## src/rtl/inst_fetch_fifo_if.sv

```systemverilog
// Fetch-to-decode handshake bundle for inst_fetch_fifo.
// The master side is the fetch stage and pipeline controller. The slave side is the FIFO.
interface inst_fetch_fifo_if #(
  parameter int DEPTH = 8
);
  localparam int CW = $clog2(DEPTH) + 1;

  logic          flush;
  logic          push_valid;
  logic [31:0]   push_pc;
  logic [31:0]   push_inst;
  logic          push_excp;
  logic          pop_ready;
  logic          pop_valid;
  logic [31:0]   pop_pc;
  logic [31:0]   pop_inst;
  logic          pop_excp;
  logic          stallreq_for_fifo;
  logic [CW-1:0] count;

  modport master (
    output flush, push_valid, push_pc, push_inst, push_excp, pop_ready,
    input  pop_valid, pop_pc, pop_inst, pop_excp, stallreq_for_fifo, count
  );

  modport slave (
    input  flush, push_valid, push_pc, push_inst, push_excp, pop_ready,
    output pop_valid, pop_pc, pop_inst, pop_excp, stallreq_for_fifo, count
  );
endinterface

```

## src/rtl/inst_fetch_fifo.sv

```systemverilog
// Instruction fetch/decode decoupling FIFO with a registered almost-full stall request and flush.
// Defining INST_FIFO_BYPASS_EN lets a push into an empty FIFO appear on pop_* in the same cycle.
module inst_fetch_fifo #(
  parameter int DEPTH        = 8,
  parameter int AFULL_MARGIN = 2
) (
  input  logic            clk,
  input  logic            resetn,
  inst_fetch_fifo_if.slave bus
);
  localparam int AW = $clog2(DEPTH);
  localparam int PW = AW + 1;
  localparam int EW = 65;

  logic [PW-1:0] r_wr_ptr;
  logic [PW-1:0] r_rd_ptr;
  logic [EW-1:0] r_mem [DEPTH];
  logic          r_stall;
  logic          r_ovf;

  logic          w_empty;
  logic          w_full;
  logic          w_pop_fire;
  logic          w_push_acc;
  logic          w_bypass;
  logic          w_bypass_take;
  logic [PW-1:0] w_count;
  logic [PW-1:0] w_count_next;
  logic [EW-1:0] w_head;
  logic [EW-1:0] w_push_entry;

  assign w_empty      = (r_wr_ptr == r_rd_ptr);
  assign w_full       = (r_wr_ptr[AW-1:0] == r_rd_ptr[AW-1:0]) && (r_wr_ptr[AW] != r_rd_ptr[AW]);
  assign w_count      = r_wr_ptr - r_rd_ptr;
  assign w_pop_fire   = ~w_empty & bus.pop_ready;
  assign w_push_entry = {bus.push_excp, bus.push_inst, bus.push_pc};
  assign w_head       = r_mem[r_rd_ptr[AW-1:0]];

`ifdef INST_FIFO_BYPASS_EN
  assign w_bypass      = w_empty & bus.push_valid & ~bus.flush;
  assign w_bypass_take = w_bypass & bus.pop_ready;
`else
  assign w_bypass      = 1'b0;
  assign w_bypass_take = 1'b0;
`endif

  // The slot being freed by a same-cycle pop can take the push, even when the FIFO is full.
  assign w_push_acc = bus.push_valid & (~w_full | w_pop_fire) & ~w_bypass_take;

  always_comb begin
    w_count_next = w_count;
    if (bus.flush) begin
      w_count_next = '0;
    end else begin
      w_count_next = w_count + PW'(w_push_acc) - PW'(w_pop_fire);
    end
  end

  always_ff @(posedge clk or negedge resetn) begin
    if (!resetn) begin
      r_wr_ptr <= '0;
      r_rd_ptr <= '0;
      r_stall  <= 1'b0;
      r_ovf    <= 1'b0;
    end else begin
      r_stall <= (w_count_next >= PW'(DEPTH - AFULL_MARGIN));
      if (bus.flush) begin
        r_wr_ptr <= '0;
        r_rd_ptr <= '0;
      end else begin
        if (w_push_acc) r_wr_ptr <= r_wr_ptr + 1'b1;
        if (w_pop_fire) r_rd_ptr <= r_rd_ptr + 1'b1;
        if (bus.push_valid && w_full && !w_pop_fire) r_ovf <= 1'b1;
      end
    end
  end

  // Storage is deliberately left out of reset; the pointers alone define which entries are valid.
  always_ff @(posedge clk) begin
    if (w_push_acc && !bus.flush) begin
      r_mem[r_wr_ptr[AW-1:0]] <= w_push_entry;
    end
  end

  // Gating the head entry with empty keeps stale or uninitialised storage off the outputs.
  always_comb begin
    bus.pop_valid = ~w_empty | w_bypass;
    bus.pop_pc    = 32'h0;
    bus.pop_inst  = 32'h0;
    bus.pop_excp  = 1'b0;
    if (w_bypass) begin
      bus.pop_pc   = bus.push_pc;
      bus.pop_inst = bus.push_inst;
      bus.pop_excp = bus.push_excp;
    end else if (!w_empty) begin
      bus.pop_pc   = w_head[31:0];
      bus.pop_inst = w_head[63:32];
      bus.pop_excp = w_head[64];
    end
  end

  assign bus.count             = w_count;
  assign bus.stallreq_for_fifo = r_stall;

  cover property (@(posedge clk) r_ovf);
endmodule

```

## src/flat_wrapper.sv

```systemverilog
// flat-port wrapper written by rule: the top's interface ports become plain ports
module inst_fetch_fifo_flat 
#(
  parameter int DEPTH        = 8,
  parameter int AFULL_MARGIN = 2
)
  (clk, resetn, bus_flush, bus_push_valid, bus_push_pc, bus_push_inst, bus_push_excp, bus_pop_ready, bus_pop_valid, bus_pop_pc, bus_pop_inst, bus_pop_excp, bus_stallreq_for_fifo, bus_count);
  inst_fetch_fifo_if #(.DEPTH(DEPTH)) bus_i ();
  input  logic clk;
  input  logic resetn;
  input wire logic [$bits(bus_i.flush)-1:0] bus_flush;
  input wire logic [$bits(bus_i.push_valid)-1:0] bus_push_valid;
  input wire logic [$bits(bus_i.push_pc)-1:0] bus_push_pc;
  input wire logic [$bits(bus_i.push_inst)-1:0] bus_push_inst;
  input wire logic [$bits(bus_i.push_excp)-1:0] bus_push_excp;
  input wire logic [$bits(bus_i.pop_ready)-1:0] bus_pop_ready;
  output wire logic [$bits(bus_i.pop_valid)-1:0] bus_pop_valid;
  output wire logic [$bits(bus_i.pop_pc)-1:0] bus_pop_pc;
  output wire logic [$bits(bus_i.pop_inst)-1:0] bus_pop_inst;
  output wire logic [$bits(bus_i.pop_excp)-1:0] bus_pop_excp;
  output wire logic [$bits(bus_i.stallreq_for_fifo)-1:0] bus_stallreq_for_fifo;
  output wire logic [$bits(bus_i.count)-1:0] bus_count;
  assign bus_i.flush = bus_flush;
  assign bus_i.push_valid = bus_push_valid;
  assign bus_i.push_pc = bus_push_pc;
  assign bus_i.push_inst = bus_push_inst;
  assign bus_i.push_excp = bus_push_excp;
  assign bus_i.pop_ready = bus_pop_ready;
  assign bus_pop_valid = bus_i.pop_valid;
  assign bus_pop_pc = bus_i.pop_pc;
  assign bus_pop_inst = bus_i.pop_inst;
  assign bus_pop_excp = bus_i.pop_excp;
  assign bus_stallreq_for_fifo = bus_i.stallreq_for_fifo;
  assign bus_count = bus_i.count;
  inst_fetch_fifo #(.DEPTH(DEPTH), .AFULL_MARGIN(AFULL_MARGIN)) u_core (.clk(clk), .resetn(resetn), .bus(bus_i));
endmodule
```

## config.mk

```make
export PLATFORM = sky130hd
export DESIGN_NAME = inst_fetch_fifo_flat
export DESIGN_NICKNAME = d
export VERILOG_FILES = /design/src/rtl/inst_fetch_fifo_if.sv /design/src/rtl/inst_fetch_fifo.sv /design/src/flat_wrapper.sv
export SDC_FILE = /design/constraint.sdc
export NUM_CORES = 1
export LEC_CHECK = 0
export CAP_MARGIN = 20
export CORE_UTILIZATION = 32
export CTS_BUF_LIST = sky130_fd_sc_hd__clkbuf_16
export DETAILED_ROUTE_END_ITERATION = 8
export GPL_ROUTABILITY_DRIVEN = 1
export PLACE_DENSITY_LB_ADDON = 0.08
export SYNTH_ARGS = -nofsm -noshare
export SYNTH_HDL_FRONTEND = slang
export SYNTH_SLANG_ARGS = --single-unit
```

## constraint.sdc

```tcl
create_clock -name clk -period 6.6 [get_ports clk]
set_input_delay 1.65 -clock clk [delete_from_list [all_inputs] [get_ports clk]]
set_output_delay 1.65 -clock clk [all_outputs]
set_load 0.005 [all_outputs]
```

== Word-level counts from Yosys, hierarchy flattened ==
Memories as Yosys holds them, arrays and structs flattened.
Index checks and enable logic that the tools add are counted.
Word-level totals
  register bits: 9
  RAM bits: 520
  input bits: 70
  output and inout port bits: 71
  word-level logic and storage cells: 33
  memories kept: 1
Operators by class
  add/subtract/negate cells: 5
  $lt $le $gt $ge: 1
  equal/unequal tests: 3
  multiplexer cells: 10
  bitwise operators: 5
  reduce and logical (&&, ||, !) cells: 5
Memory list
  u_core.r_mem: depth 8, bits a word 65, rd ports 1, clocked after memory_dff 0, wr ports 1, RTL line inst_fetch_fifo.sv:17  | logic [EW-1:0] r_mem [DEPTH];
Operator list (number)
  two-way mux 32 bit: 2
  two-way mux 4 bit: 5
  adder 4 x 1 -> 4 bit (second input constant): 2
  adder 4 x 1 -> 4 bit: 1
  equality test 4 bit: 1
  >= comparator 4 x 3 -> 1 bit (second input constant): 1
  nonzero test 2 bit: 2
  subtractor 4 x 1 -> 4 bit: 1
  subtractor 4 bit: 1
  equality test 3 bit: 1
  two-way mux 1 bit: 3
  bitwise AND 1 bit: 2
  logical AND 1 bit: 2
  inverter 1 bit: 2
  zero test 1 bit: 1
  != test 1 bit: 1
  OR 1 bit: 1

== Logic depth before layout (Yosys ltp) ==
Gate-level depths: netlist (run 1).
  word-level depth: 9
  mapped depth: 16
  depth with buffers taken out: 13

== Worst setup path before layout (run 1) ==
OpenSTA, ideal clock, no wires.
  path kind: input port to flip-flop
  from: in bus_pop_ready
  to: mem u_core.r_mem[7][0] (enable)
  library setup time: 0.582 ns
  arrival: 6.841 ns
  data required time: 6.018 ns
  slack: -0.823 ns
  stages on the path: 4
  path buffers: 0
  cell sequence: nand4b_1 > o21a_1 > nand2_1 > nor3b_1
On the way
  longest elaborated chain between the ends: 6
RTL lines
  start, declared: RTL line flat_wrapper.sv:16  | input wire logic [$bits(bus_i.pop_ready)-1:0] bus_pop_ready;
  bitwise AND 1 bit: RTL line inst_fetch_fifo.sv:35  | assign w_pop_fire = ~w_empty & bus.pop_ready;
  OR 1 bit: RTL line inst_fetch_fifo.sv:48  | assign w_push_acc = bus.push_valid & (~w_full | w_pop_fire) & ~w_bypass_take;
  bitwise AND 1 bit: RTL line inst_fetch_fifo.sv:48
  logical AND 1 bit: RTL line inst_fetch_fifo.sv:80  | if (w_push_acc && !bus.flush) begin
  two-way mux 1 bit: RTL line inst_fetch_fifo.sv:80
  two-way mux 1 bit (not written as such): RTL line inst_fetch_fifo.sv:81  | r_mem[r_wr_ptr[AW-1:0]] <= w_push_entry;
  end, declared: RTL line inst_fetch_fifo.sv:17
No other way between the ends.

== Worst setup path after layout (run 1) ==
  from: reg u_core.r_rd_ptr[0]
  to: out bus_pop_pc[23]
On the way
  longest elaborated chain between the ends: 2
  elaborated cells on any way between the ends: 3
  classes of those cells: eq/ne: 1; mux: 1; memory: 1
RTL lines
  start, declared: RTL line inst_fetch_fifo.sv:16  | logic [PW-1:0] r_rd_ptr;
  start signal, assigned: RTL line inst_fetch_fifo.sv:72  | if (w_pop_fire) r_rd_ptr <= r_rd_ptr + 1'b1;
  memory (8 x 65 bit) or equality test 4 bit (tied branches)
  two-way mux 32 bit (*): RTL line inst_fetch_fifo.sv:95  | end else if (!w_empty) begin
  end, declared: RTL line flat_wrapper.sv:18  | output wire logic [$bits(bus_i.pop_pc)-1:0] bus_pop_pc;
Every way passes the cells marked *; elsewhere a longest branch is shown, timed or not.

==> impl_metrics.json, run 1 <==
{
  "synth_area_leaders": "edfxtp_1, mux4_2, nand2_1",
  "vias": 9783,
  "ys_warn_count": 0,
  "rsz0062_at_grt": "no",
  "antenna_found_initial": 4,
  "cp_data_required_time_ps": 4950,
  "p_sw_mw": 1.93,
  "cp-end-kind": "primary output",
  "clockPowerShare": 0.360,
  "synth_cell_types": 35,
  "layoutNonFillerInstCount": 2054,
  "dr.pass1.iters": 6,
  "crit_buf_inv": 2,
  "clock_sinks": 529,
  "worst_path_max_delay_cell": "dfrtp_4",
  "routed_via_density": 4.76,
  "arrival_ps": 3510,
  "first_global_vias": 10827,
  "ys_top_cells_by_count": "edfxtp_1, nand2_1, mux4_2, a21oi_1, nor2_1",
  "hold_viol": 0,
  "htreeDepth": 2,
  "grt_max_degree": 134,
  "maxCapViolations": 0,
  "antenna_left": 0,
  "synthArstFlopShare": 0.0170,
  "worst_slack_ps": 1440,
  "fp.dieH_um": 255,
  "placementRows": 92,
  "drt_iter0_markers": 565,
  "fin_crit_sh": 0.782,
  "postCtsHoldBufs": 0,
  "avgSynthCellArea_um2": 20.7,
  "clkLatencyLatePin_ps": 590,
  "yosysMostFrequentCell": "edfxtp_1",
  "swShare": 0.240,
  "cts_inserted_buffers": 58,
  "initial_core_util": 0.325,
  "critPathKind": "reg -> out",
  "cts_tree": "built",
  "drive_above_1_share": 0.203,
  "clk_pin_slew_ps": 60,
  "tns_ps": 0,
  "post-synth-top-area-cell": "edfxtp_1",
  "synthFlopType": "edfxtp_1",
  "dp.cells": 1947,
  "drc": 0,
  "yosysTopAreaCellShare": 0.760,
  "fmax_ghz": 0.194,
  "place_ws_ps": 1920,
  "core_region_area_um2": 63200,
  "ir_drop_v": 0.000201,
  "fin_nets": 1242,
  "clock_path_buffers": 3,
  "ctsResizeCount": 0,
  "synth_edf_count": 520,
  "critPathTopFamily": "buffers and inverters",
  "period_minus_slack_ps": 5160,
  "setup_violations": 0,
  "utilization": 0.390,
  "synth_area_um2": 20500,
  "min_path_type": "reg -> reg",
  "post-cts-setup-buffers": 0,
  "power.internal_mw": 6.11,
  "io_pins": 141,
  "syn_inst": 990,
  "die-area_um2": 65200,
  "die_w_um": 255,
  "gp_congestion": 0.712,
  "pwr-share-comb": 0.168,
  "power_density_nw_per_um2": 326,
  "tightest_slew_ps": 1020,
  "wl_per_cell_um": 23.4,
  "clock_tree.root_cell": "clkbuf_16",
  "syn_nets": 1071,
  "yosysSeqAreaShare": 0.771,
  "fin_skew_ps": 14.9,
  "overflow": 0,
  "finalMaxSlewViolations": 0,
  "startpoint_type": "flop",
  "path_max_fanout": 41,
  "hpwlAfterDp_mm": 25.5,
  "synth.ff_latch_count": 529,
  "leakage_nw": 7.72,
  "outcome": "completed",
  "grt_util_all_layers": 0.150,
  "seqPwrFrac": 0.472,
  "slew_headroom": 0.321,
  "cp_cell_sequence": "ha_1 > nand3_1 > nor2_4 > buf_4 > a21oi_1 > clkdlybuf4s50_1",
  "cpPeakStageDelay_ps": 900,
  "numPortBuffers": 140,
  "routed_wl_mm": 48.1,
  "grt_pass1_wl_mm": 72.7,
  "syn_to_final_growth_pct": 20.0
}
## power by group through the flow
stage,sequential (mW),clock (mW),combinational [mW]
CTS,3.80,2.99,1.40
floorplan,3.83,0,0.859
finish,3.80,2.89,1.35
detailed placement,3.87,0,1.39
global route,3.81,3.11,1.49
global placement,3.87,0,1.39
## final timing paths
kind / start / endpoint / slack [ps] / cells after the start
setup / recovery: u_core.r_rd_ptr[0] / bus_pop_pc[23] / 1440 / 6
hold / removal: u_core.r_wr_ptr[0] / u_core.r_wr_ptr[0] / 620 / 2
setup reg to reg: u_core.r_rd_ptr[0] / u_core.bus.stallreq_for_fifo / 3130 / 12
hold reg to reg: u_core.r_wr_ptr[0] / u_core.r_wr_ptr[0] / 620 / 2
max in group asynchronous: resetn / u_core.r_rd_ptr[0] / 4840 / 1
min in group asynchronous: resetn / u_core.r_rd_ptr[1] / 1390 / 1
## registers in the layout, summed over array words and instances, names as in the netlist
register / count
u_core.r_rd_ptr: 4
u_core.r_wr_ptr: 4
u_core.bus.stallreq_for_fifo: 1
u_core.r_mem: 520
## cell families after synthesis
family | synth area share
AO/OA/AOI/OAI | 0.0218
XOR/XNOR | 0.00500
buffers and inverters | 0.0189
multiplexers | 0.144
flip-flops | 0.771
AND/OR/NAND/NOR | 0.0320
adder cells (fa/ha/maj) | 0.00743
## layout make-up
type                    instances  area (um2)
flip-flops and latches        529       15900
inverters                      13        50.0
repair buffers                163        1610
fillers                      5747       38500
clock buffers                  59        1480
well taps                     846        1060
diodes                          2        5.00
clock inverters                46         216
multi-input cells             396        4380
## tightest hold or removal path, stage by stage, from the launching register on
cell and delay [ps]:
dfrtp_1 420, xnor2_1 130, nor2_1 40
## metrics by stage
| step | area (um2) | hold slack, ps | power, mW |
|---|---|---|---|
| floorplan | 20500 | 567 | 4.69 |
| global placement | 23000 | 608 | 5.26 |
| detailed placement | 23000 | 613 | 5.27 |
| CTS | 24600 | 630 | 8.19 |
| global route | 24600 | 670 | 8.41 |
| finish | 24700 | 624 | 8.04 |
## layout by cell type (no fill, tap or decap), drive strengths merged, types with 9 or more instances in the layout
cell type,instances
a21oi,68
buf,23
clkbuf,59
clkdlybuf4s50,140
clkinv,23
dfrtp,9
edfxtp,520
ha,9
inv,35
mux4,130
nand2,132
nor2,17
## layer usage
metal | global-route usage | wire, um
met5 | 0 | 38
met1 | 0.196 | 21100
met4 | 0.0398 | 910
met2 | 0.257 | 24200
met3 | 0.0267 | 1790
Power figures use the tool's default switching activity.
==> inputs of run 2 (changes only) <==
==> constraint.sdc (replaced) <==
create_clock -name clk -period 4.7 [get_ports clk]
set_input_delay 1.175 -clock clk [delete_from_list [all_inputs] [get_ports clk]]
set_output_delay 1.175 -clock clk [all_outputs]
set_load 0.005 [all_outputs]
==> run 2 against run 1 <==
  * First-iteration DRC count fell by 14%
  * Combinational power is 46% higher
  * Critical path depth unchanged
  * Flip-flop and latch count unchanged
  * Register-to-register slack got worse by 1700 ps
  * Sequential share of layout area fell by 0.80 points
  * Routed wire length is 1.3% lower
  * Final cell count is 0.24% higher
  * Non-clock buffer count rose by 6
  * Largest cell class unchanged
  * Largest power group unchanged
==> impl_metrics.json, run 2 (synthesized netlist as in run 1, its figures left out) <==
{
  "outcome": "completed",
  "place_ws_ps": 870,
  "post-cts-setup-buffers": 0,
  "cts_tree": "built",
  "r2r-end": "u_core.bus.stallreq_for_fifo",
  "min_to": "u_core.r_wr_ptr[3]",
  "htreeDepth": 2,
  "grt_util_all_layers": 0.148,
  "clkLatencyLatePin_ps": 610,
  "ctsResizeCount": 0,
  "critPathKind": "reg -> out",
  "power_density_nw_per_um2": 467,
  "fin_nets": 1249,
  "postCtsHoldBufs": 0,
  "worstHoldPathCells": 2,
  "arrival_ps": 3150,
  "maxCapViolations": 0,
  "drt_iter0_markers": 484,
  "routed_via_density": 4.79,
  "wl_per_cell_um": 23.0,
  "period_minus_slack_ps": 4330,
  "largest_reg_flops": 520,
  "core_region_area_um2": 63200,
  "die_w_um": 255,
  "r2r_cells": 12,
  "numPortBuffers": 140,
  "timing.rr.start": "u_core.r_wr_ptr[2]",
  "antenna_left": 0,
  "fmax_ghz": 0.231,
  "grt_max_degree": 134,
  "layoutNonFillerInstCount": 2059,
  "routed_wl_mm": 47.5,
  "finalMaxSlewViolations": 0,
  "grt.busiest_layer": "met2",
  "holdCritStartpoint": "u_core.r_wr_ptr[3]",
  "utilization": 0.395,
  "total_power_mw": 11.7,
  "fin_skew_ps": 22.2,
  "vias": 9861,
  "cts_inserted_buffers": 59,
  "clock_path_buffers": 3,
  "placementRows": 92,
  "tightest_slew_ps": 923,
  "hpwlAfterDp_mm": 25.2,
  "fin_crit_sh": 0.921,
  "cp-end-kind": "primary output",
  "first_global_vias": 10734,
  "hold_viol": 0,
  "path_max_fanout": 28,
  "n_antenna_cell": 0,
  "stdcell_area_um2": 25000,
  "clock_tree.root_cell": "clkbuf_16",
  "use_met2": 0.246,
  "use_met1": 0.196,
  "setup_violations": 0,
  "fp.dieH_um": 255,
  "slew_headroom": 0.384,
  "min_path_type": "reg -> reg",
  "startpoint_type": "flop",
  "drive_above_1_share": 0.217,
  "drc": 0,
  "ff2ff_setup_slack_ps": 1480,
  "placed_area_um2": 23100,
  "grt_pass1_wl_mm": 71.2,
  "hold_slack_ps": 629,
  "overflow": 0,
  "dr.pass1.iters": 4,
  "cp_data_required_time_ps": 3520,
  "clk_pin_slew_ps": 50,
  "clock_sinks": 529,
  "die-area_um2": 65200,
  "antenna_found_initial": 5,
  "layout_commonest_cell": "edfxtp_1",
  "initial_core_util": 0.325,
  "layout_common_cells": "edfxtp_1, clkdlybuf4s50_1, nand2_1",
  "worst_slack_ps": 373,
  "rsz0062_at_grt": "no",
  "gp_congestion": 0.693,
  "ir_drop_v": 0.000259,
  "grt_util_met3": 0.0273,
  "tns_ps": 0,
  "syn_to_final_growth_pct": 21.5,
  "io_pins": 141,
  "dp.cells": 1953,
  "leakage_nw": 7.83
}
run 2: how the worst max path moves through the flow:
stage	startpoint	to	slack [ps]	cells past startpoint
finish	u_core.r_wr_ptr[2]	bus_pop_inst[16]	370	6
floorplan	u_core.r_rd_ptr[1]	u_core.r_mem[6][0]	-180	9
detailed placement	u_core.r_rd_ptr[2]	bus_pop_pc[20]	870	6
global placement	u_core.r_rd_ptr[2]	bus_pop_pc[20]	900	6
global route	u_core.r_wr_ptr[2]	bus_pop_pc[0]	120	6
CTS	u_core.r_rd_ptr[2]	bus_pop_pc[20]	210	6
run 2: area by class of cell:
type | count | area [um2]
Clock buffer | 61 | 1530
Clock inverter | 45 | 323
Fill cell | 5757 | 38200
Inverter | 13 | 50.0
Multi-Input combinational cell | 396 | 4380
Sequential cell | 529 | 15900
Tap cell | 846 | 1060
Timing Repair Buffer | 169 | 1770
run 2: per-layer routing:
layer  share of wire  wire length (um)
met5          0.0012                58
met4           0.021              1000
met2            0.49             23300
met3           0.041              1960
met1            0.44             21100
run 2: report_power, final:
part           switching (mW)  total [mW]  internal, mW  leakage (nW)
clock network            1.79        4.38          2.59         0.959
logic                   0.919        1.97          1.05          2.05
registers              0.0336        5.30          5.26          4.81
run 2: critical path, cell delays in order (launching register included):
cell             delay, ps
dfrtp_1                490
ha_1                   460
nand3_1                210
nor2_4                 560
buf_12                 290
a21oi_1                 80
clkdlybuf4s50_1        440
==> inputs of run 3 (changes only) <==
--- a/config.mk
+++ b/config.mk
@@ -6,10 +6,12 @@
 export NUM_CORES = 1
 export LEC_CHECK = 0
 export CAP_MARGIN = 20
+export CORE_ASPECT_RATIO = 0.75
 export CORE_UTILIZATION = 32
 export CTS_BUF_LIST = sky130_fd_sc_hd__clkbuf_16
 export DETAILED_ROUTE_END_ITERATION = 8
 export GPL_ROUTABILITY_DRIVEN = 1
+export HOLD_SLACK_MARGIN = 0.05
 export PLACE_DENSITY_LB_ADDON = 0.08
 export SYNTH_ARGS = -nofsm -noshare
 export SYNTH_HDL_FRONTEND = slang
==> run 3 against run 2 <==
  * Utilization down 0.35 points
  * Highest routed layer unchanged
  * Sequential share of layout area is 0.19 points higher
  * Critical endpoint is now bus_pop_pc[0]
  * Worst hold slack improved by 2.0 ps
  * Critical path type unchanged
  * Setup slack got worse by 64 ps
  * Clock skew fell by 3.5 ps
  * Largest cell class unchanged
==> impl_metrics.json, run 3 (synthesized netlist as in run 1, its figures left out) <==
{
  "outcome": "completed",
  "placed_area_um2": 23100,
  "p_sw_mw": 2.73,
  "arrival_ps": 3220,
  "cp-end-kind": "primary output",
  "overflow": 0,
  "die-area_um2": 65200,
  "period_minus_slack_ps": 4390,
  "layoutNonFillerInstCount": 2065,
  "clock_path_buffers": 3,
  "min_to": "u_core.r_wr_ptr[3]",
  "power_density_nw_per_um2": 465,
  "clock_tree.root_cell": "clkbuf_16",
  "cts_tree": "built",
  "path_depth": 7,
  "rsz0062_at_grt": "no",
  "drt_iter0_markers": 664,
  "layout_common_cells": "edfxtp_1, clkdlybuf4s50_1, nand2_1",
  "grt_max_degree": 112,
  "vias": 9823,
  "dp.cells": 1965,
  "largest_reg_flops": 520,
  "drive_above_1_share": 0.211,
  "slew_headroom": 0.490,
  "io_pins": 141,
  "wl_per_cell_um": 23.7,
  "ctsResizeCount": 0,
  "utilization": 0.392,
  "cpPeakStageDelay_ps": 620,
  "use_met1": 0.210,
  "timing.rr.start": "u_core.r_rd_ptr[2]",
  "clockPowerShare": 0.373,
  "startpoint_type": "flop",
  "use_met2": 0.247,
  "clock_sinks": 529,
  "syn_to_final_growth_pct": 21.2,
  "critPathTopFamily": "buffers and inverters",
  "antenna_found_initial": 4,
  "grt_pass1_wl_mm": 72.3,
  "layout_commonest_cell": "edfxtp_1",
  "stdcell_area_um2": 24900,
  "maxCapViolations": 0,
  "placementRows": 80,
  "grt_util_all_layers": 0.152,
  "fin_crit_sh": 0.934,
  "postCtsHoldBufs": 0,
  "r2r-end": "u_core.bus.stallreq_for_fifo",
  "routed_via_density": 4.76,
  "seqPwrFrac": 0.457,
  "critPathKind": "reg -> out",
  "antenna_left": 0,
  "clk_pin_slew_ps": 60,
  "fp.dieH_um": 221,
  "gp_congestion": 0.712,
  "cp_cell_sequence": "clkinv_2 > ha_1 > nand3_1 > nor2_4 > buf_12 > a21oi_1 > clkdlybuf4s50_1",
  "crit_buf_inv": 3,
  "fmax_ghz": 0.228,
  "fin_nets": 1240,
  "clkLatencyLatePin_ps": 590,
  "finalMaxSlewViolations": 0,
  "power.internal_mw": 8.84,
  "first_global_vias": 10728,
  "worst_path_max_delay_cell": "dfrtp_4",
  "swShare": 0.236,
  "drc": 0,
  "hpwlAfterDp_mm": 25.2,
  "fin_skew_ps": 18.8,
  "grt.busiest_layer": "met2",
  "core_region_area_um2": 63600,
  "cts_inserted_buffers": 53,
  "numPortBuffers": 140,
  "worstHoldPathCells": 2,
  "initial_core_util": 0.323,
  "leakage_nw": 7.75,
  "r2r_cells": 13,
  "worstSetupStartpoint": "u_core.r_rd_ptr[2]",
  "ff2ff_setup_slack_ps": 1250,
  "dr.pass1.iters": 7,
  "grt_util_met3": 0.0314,
  "hold_viol": 0,
  "setup_violations": 0,
  "pwr-share-comb": 0.170,
  "min_path_type": "reg -> reg",
  "ir_drop_v": 0.000253,
  "die_w_um": 295,
  "tightest_slew_ps": 765,
  "post-cts-setup-buffers": 0,
  "path_max_fanout": 41,
  "routed_wl_mm": 48.9,
  "cp_data_required_time_ps": 3520,
  "htreeDepth": 2,
  "holdCritStartpoint": "u_core.r_wr_ptr[3]"
}
run 3: changes by cell type in the layout (fill, tap and decap cells not counted), sizes merged:
cell / delta
clkbuf: -6
inv: -4
buf: -3
bufinv: +3
clkinvlp: -1
diode: +2
run 3: metrics by stage:
| stage | setup slack [ps] | hold WS, ps | total power, mW | setup TNS [ps] |
|---|---|---|---|---|
| floorplan | -184 | 567 | 6.59 | -57210 |
| global placement | 850 | 618 | 7.42 | 0 |
| detailed placement | 858 | 617 | 7.42 | 0 |
| CTS | 196 | 637 | 11.8 | 0 |
| global route | 129 | 647 | 12.1 | 0 |
| finish | 308 | 631 | 11.6 | 0 |
run 3: worst max path at each step:
| stage | to | slack (ps) |
|---|---|---|
| after floorplan | u_core.r_mem[6][0] | -180 |
| after global placement | bus_pop_pc[0] | 850 |
| after detailed placement | bus_pop_pc[0] | 860 |
| after CTS | bus_pop_pc[0] | 200 |
| after global routing | bus_pop_pc[0] | 130 |
| final | bus_pop_pc[0] | 310 |
run 3: cell type report:
cell class | count | area (um2)
Timing Repair Buffer | 166 | 1750
Sequential cell | 529 | 15900
Inverter | 13 | 50.0
Multi-Input combinational cell | 396 | 4380
Clock inverter | 43 | 395
Fill cell | 5754 | 38700
Antenna cell | 2 | 5.00
Tap cell | 861 | 1080
Clock buffer | 55 | 1380
run 3: metal layers:
layer	up-vias	wire length, um
li1	4343	-
met1	5238	22400
met2	181	23500
met3	57	2200
met4	4	761
met5	-	26
run 3: power groups by stage:
stage               Combinational [mW]  Sequential (mW)  Clock (mW)
global route                      2.15             5.29        4.64
global placement                  2.04             5.38           0
detailed placement                2.03             5.39           0
floorplan                         1.21             5.38           0
finish                            1.97             5.28        4.32
CTS                               2.04             5.29        4.46
run 3: worst min-delay path: cells and delay by family (launching register included):
kind                      cells  cell delay, ps
xor gates and xnor gates      1             100
DFF                           1             420
and+or+nand+nor               1              70
